[config.mk]
export PLATFORM = sky130hd
export DESIGN_NAME = uart_rx
export DESIGN_NICKNAME = d
export VERILOG_FILES = /design/src/rtl/uart_rx.sv
export SDC_FILE = /design/constraint.sdc
export NUM_CORES = 1
export LEC_CHECK = 0
export BUFFER_PORTS_ARGS = -buffer_cell sky130_fd_sc_hd__buf_2
export CAP_MARGIN = 10
export CORE_MARGIN = 5
export CORE_UTILIZATION = 50
export CTS_CLUSTER_DIAMETER = 60
export DETAILED_ROUTE_END_ITERATION = 7
export PLACE_DENSITY_LB_ADDON = 0.08
export SLEW_MARGIN = 20
export SYNTH_ARGS = -nofsm -noshare
export SYNTH_HDL_FRONTEND = slang
export SYNTH_SLANG_ARGS = --single-unit
[constraint.sdc]
create_clock -name clk -period 6 [get_ports clk]
set_input_delay 0 -clock clk [delete_from_list [all_inputs] [get_ports clk]]
set_output_delay 0 -clock clk [all_outputs]
set_load 0.02 [all_outputs]
[src/rtl/uart_rx.sv]
// 16550-style serial receiver on a 16x baud_pulse timebase: start-bit
// validation, 5-8 data bits, optional parity, one stop bit, one-clk push.
module uart_rx #(
   parameter int SYNC_STAGES = 2
) (
   input  logic       clk,
   input  logic       rst,
   input  logic       baud_pulse,
   input  logic       rx,
   input  logic       pen,
   input  logic       eps,
   input  logic       sticky_parity,
   input  logic [1:0] wls,
   output logic [7:0] dout,
   output logic       push,
   output logic       pe,
   output logic       fe,
   output logic       bi,
   output logic       rx_busy
);

   typedef enum logic [2:0] {
      IDLE      = 3'd0,
      START     = 3'd1,
      DATA      = 3'd2,
      PARITY    = 3'd3,
      STOP      = 3'd4,
      WAIT_HIGH = 3'd5
   } state_t;

   state_t                 state, state_nxt;
   logic [SYNC_STAGES-1:0] sync;
   logic                   rxd;
   logic [3:0]             count, count_nxt;
   logic [2:0]             bitcnt, bitcnt_nxt;
   logic [7:0]             sreg, sreg_nxt;
   logic                   acc, acc_nxt;
   logic                   perr, perr_nxt;
   logic                   pbit, pbit_nxt;
   logic [7:0]             dout_nxt;
   logic                   push_nxt, pe_nxt, fe_nxt, bi_nxt;
   logic                   exp_par;
   logic [7:0]             aligned;

   // Synchronizer runs every clk; it resets to the idle (mark) level.
   always_ff @(posedge clk or posedge rst) begin
      if (rst) sync <= '1;
      else     sync <= {sync[SYNC_STAGES-2:0], rx};
   end

   assign rxd = sync[SYNC_STAGES-1];

   always_comb begin
      exp_par = 1'b0;
      case ({sticky_parity, eps})
         2'b00: exp_par = ~acc;
         2'b01: exp_par = acc;
         2'b10: exp_par = 1'b1;
         2'b11: exp_par = 1'b0;
         default: exp_par = 1'b0;
      endcase
   end

   // Bits enter at the MSB, so short words sit high and need right-aligning.
   assign aligned = sreg >> (2'd3 - wls);

   always_comb begin
      state_nxt  = state;
      count_nxt  = count;
      bitcnt_nxt = bitcnt;
      sreg_nxt   = sreg;
      acc_nxt    = acc;
      perr_nxt   = perr;
      pbit_nxt   = pbit;
      dout_nxt   = dout;
      pe_nxt     = pe;
      fe_nxt     = fe;
      bi_nxt     = bi;
      push_nxt   = 1'b0;
      if (baud_pulse) begin
         case (state)
            IDLE: begin
               if (!rxd) begin
                  state_nxt = START;
                  count_nxt = 4'd7;
               end
            end
            START: begin
               if (count != 4'd0) begin
                  count_nxt = count - 4'd1;
               end else if (rxd) begin
                  state_nxt = IDLE;
               end else begin
                  state_nxt  = DATA;
                  count_nxt  = 4'd15;
                  bitcnt_nxt = {1'b0, wls} + 3'd4;
                  acc_nxt    = 1'b0;
                  perr_nxt   = 1'b0;
                  pbit_nxt   = 1'b0;
               end
            end
            DATA: begin
               if (count != 4'd0) begin
                  count_nxt = count - 4'd1;
               end else begin
                  sreg_nxt  = {rxd, sreg[7:1]};
                  acc_nxt   = acc ^ rxd;
                  count_nxt = 4'd15;
                  if (bitcnt == 3'd0) state_nxt = pen ? PARITY : STOP;
                  else                bitcnt_nxt = bitcnt - 3'd1;
               end
            end
            PARITY: begin
               if (count != 4'd0) begin
                  count_nxt = count - 4'd1;
               end else begin
                  pbit_nxt  = rxd;
                  perr_nxt  = (rxd != exp_par);
                  count_nxt = 4'd15;
                  state_nxt = STOP;
               end
            end
            STOP: begin
               if (count != 4'd0) begin
                  count_nxt = count - 4'd1;
               end else begin
                  dout_nxt  = aligned;
                  pe_nxt    = perr & pen;
                  fe_nxt    = ~rxd;
                  bi_nxt    = (aligned == 8'd0) & (~pbit | ~pen) & ~rxd;
                  push_nxt  = 1'b1;
                  // A low stop bit parks in WAIT_HIGH so a break yields one char.
                  state_nxt = rxd ? IDLE : WAIT_HIGH;
               end
            end
            WAIT_HIGH: begin
               if (rxd) state_nxt = IDLE;
            end
            default: state_nxt = IDLE;
         endcase
      end
   end

   always_ff @(posedge clk or posedge rst) begin
      if (rst) begin
         state  <= IDLE;
         count  <= 4'd0;
         bitcnt <= 3'd0;
         sreg   <= 8'd0;
         acc    <= 1'b0;
         perr   <= 1'b0;
         pbit   <= 1'b0;
         dout   <= 8'd0;
         push   <= 1'b0;
         pe     <= 1'b0;
         fe     <= 1'b0;
         bi     <= 1'b0;
      end else begin
         state  <= state_nxt;
         count  <= count_nxt;
         bitcnt <= bitcnt_nxt;
         sreg   <= sreg_nxt;
         acc    <= acc_nxt;
         perr   <= perr_nxt;
         pbit   <= pbit_nxt;
         dout   <= dout_nxt;
         push   <= push_nxt;
         pe     <= pe_nxt;
         fe     <= fe_nxt;
         bi     <= bi_nxt;
      end
   end

   assign rx_busy = (state != IDLE) && (state != WAIT_HIGH);

endmodule
==> summary.md <==
| Metric | Value |
|---|---|
| Status | `completed` |
| Post-synth EDFFs | `0` |
| Num rows | `22` |
| DRC errors left | `0` |
| Global route overflow | `0` |
| Fin crit share | `approximately 43%` |
| Netlist cell types | `46` |
| Hold path depth | `3` |
| Hold Path End | `pe` |
| Syn_nets | `211` |
| Initial antenna violation count | `0` |
| Top_reg_cell synth | `dfrtp_1` |
| Critical path class | `reg -> reg` |
| Synth top area share | `a little over two fifths` |
| Max H-tree Level | `2` |
| Initial core utilization | `between 50% and 60%` |
| N_diodes | `0` |
| Final Util | `around 58%` |
| Final WL | `about 3.8 mm` |
| Seq pwr share | `around 48%` |
| Final setup vio count | `0` |
| Seq/Total Area, Yosys | `45.3%` |
| Crit end category | `register` |
| GRT Resource Usage Total | `roughly 16%` |
| TritonRoute pass-1 iters | `4` |
| Synth-to-layout area growth | `11.2%` |
| Post-Syn Area | `1940 um2` |
| Die X | `approximately 72 um` |
| Relative slew slack | `between 50% and 60%` |
| DRC marker count from the first detailed-route iteration | `70` |
| RSZ-0062 raised after global routing | `no` |
| Slew Limit Fails | `0` |
| Worst r2r path cells | `5` |
| CTS Buffer Depth | `2` |
| Final std cells w/o fill | `266` |
| Period minus WS final | `approximately 2.6 ns` |
| Die Y | `just over 70 um` |
| RR Startpoint | `count[0]` |
| PortBufs | `21` |
| Arr. time, crit path | `around 2.8 ns` |
| Crit start category | `register` |
| Clk pwr share | `between 20 and 25%` |
| Switching Share | `approximately a third` |
| Leakage dissipation | `about 1.1 nW` |
| WL/cell | `around 14 um` |
| Hpwl dp | `between 2 and 3 mm` |
| Post-DP Area | `just over 2000 um2` |
| # IOs | `22` |
| Dpl cells | `roughly 260` |
| CTS clk-pin slew, worst paths | `roughly 0.060 ns` |
| Seq cells post-synth | `35` |
| Largest net degree at the start of global routing | `24` |
| # fillers | `346` |
| Final ANT Viol Nets | `0` |
| Reg2reg end | `dout[0]` |
| Num CTS Buffers | `5` |
| Comb power frac | `~29%` |
| CP max FO | `21` |
| CP Data Required Time | `between 6 and 7 ns` |
| Later-pin clock latency in the skew report | `0.28 ns` |
| YS warnings | `0` |
| Syn Inst Count | `approximately 200` |
| Clk_skew | `0.00171 ns` |
| Post_cts resized | `0` |
| Clock root cell | `clkbuf_8` |
| Worst slew pin tran | `around 0.72 ns` |
| CTS tree | `built` |
| Pwr dens | `318 nW/um2` |
| Hold path start | `pen` |
| Hold/Removal Path Class | `in -> reg` |
| Syn avg cell area | `9.79 um2` |
| Synth area leaders | `dfrtp_1 43%, o21ai_0 5.2%, mux2_2 4.6%, nand2_1 4.6%, mux2i_1 4.1%` |
| Share of cells above drive strength 1 | `about 22%` |
| Vias | `approximately 1500` |
| VDD IR max | `between 0.2 and 0.25 mV` |
| FMAX | `between 300 and 400 MHz` |
| Global-route wire length before repair | `between 6 and 7 mm` |
| Design area | `approximately 2200 um2` |
| Die Area | `5220 um2` |
| Internal reg-to-reg setup slack | `3.41 ns` |
| Sw Pwr | `~0.00024 W` |
| Via density | `between 5 and 6` |
| Nets | `232` |
| Final hold violations | `0` |
| Clock sink count | `35` |
| Synth area leader | `dfrtp_1` |
| TNS Setup | `0 ns` |
| Async SR Flop Fraction | `100%` |
| GPL Wtd Cong | `~0.84` |
| Hold_buf cts | `2` |
| Core ar. | `3720 um2` |
| Post-CTS Setup Bufs | `0` |
| Pint | `0.000450 W` |
| Max-Cap Viols | `0` |
| Vias in the first global route | `about 1400` |
[stage by stage]
step                setup WS [ns]  hold WS [ns]  total power [W]
finish                       3.41        0.0180         0.000685
global route                 3.18        0.0159         0.000737
CTS                          3.41       0.00662         0.000690
detailed placement           3.42        0.0475         0.000533
global placement             3.63        0.0439         0.000519
floorplan                    4.06       0.00448         0.000483
[power groups by stage]
stage	registers [W]	clock network, W	logic (W)
final	0.000331	0.000154	0.000200
after global routing	0.000339	0.000172	0.000225
after CTS	0.000329	0.000160	0.000201
after detailed placement	0.000333	0	0.000200
after global placement	0.000331	0	0.000189
after floorplan	0.000308	0	0.000175
[worst max-delay path by stage]
| stage | startpoint | end | slack (ns) | cells past startpoint |
|---|---|---|---|---|
| final | count[0] | dout[0] | 3.41 | 5 |
| after global routing | count[0] | dout[0] | 3.18 | 5 |
| after CTS | count[0] | dout[0] | 3.41 | 5 |
| after detailed placement | count[0] | dout[0] | 3.42 | 5 |
| after global placement | count[0] | dout[1] | 3.63 | 5 |
| after floorplan | count[0] | sreg[0] | 4.06 | 6 |
[state kept, by name, summed over array words and instances, names as in the netlist]
register  cells
fe            1
sync          2
bitcnt        3
bi            1
pbit          1
perr          1
push          1
state         3
acc           1
sreg          8
count         4
dout          8
pe            1
[cell families (layout without fill, tap and decap cells)]
kind of cell,count (synthesis),count (layout),share of synthesized area (%)
buf+inv,23,43,5.04
simple gates,61,61,16.9
xor+xnor,3,3,1.36
flops,35,35,45.3
mux,21,21,12.7
compound gates,51,51,16.2
fa+ha+maj,4,4,2.58
[cell type report]
| class | count | area [um2] | area share (%) |
|---|---|---|---|
| Tap cell | 48 | 60.1 | 2.79 |
| Clock buffer | 6 | 72.6 | 3.37 |
| Inverter | 13 | 48.8 | 2.26 |
| Timing Repair Buffer | 24 | 133 | 6.16 |
| Sequential cell | 35 | 878 | 40.8 |
| Multi-Input combinational cell | 140 | 962 | 44.7 |
[Yosys cell counts (2+ instances only)]
cell type,number
a21o_1,5
a21oi_1,10
a31oi_1,2
buf_2,2
clkbuf_1,6
dfrtp_1,33
dfstp_2,2
ha_1,4
inv_1,13
mux2_2,8
mux2_4,5
mux2i_1,8
nand2_1,24
nand3_1,5
nor2_1,7
nor2b_1,5
nor3_1,2
nor3b_1,3
o21ai_0,20
o31ai_1,4
or3_1,2
or3b_2,2
xnor2_1,3
[cell usage in the layout, fill, tap and decap left out, drive strengths merged, types with 3 or more instances in the layout]
cell     n
a21o     5
a21oi   10
buf     22
clkbuf   6
dfrtp   33
ha       4
inv     13
mux2    13
mux2i    8
nand2   24
nand3    5
nor2     7
nor2b    5
nor3b    3
o21ai   20
o31ai    4
or3      3
or3b     4
xnor2    3
[critical path: stages (launching register included)]
cell and delay, ns:
dfrtp_1 0.42, inv_1 0.11, ha_1 0.17, nor3b_1 0.61, nand3_1 0.69, mux2_2 0.48
[per-layer routing]
metal  vias to the layer above  global-route usage [%]  routed length (um)
met5                         -                       0                   0
met4                         0                    6.26                  59
met3                         7                    4.57                 172
met2                        27                    27.0                1870
met1                       705                    19.6                1690
li1                        734                       -                   -
Note: power is estimated with default switching activity, not from simulation.
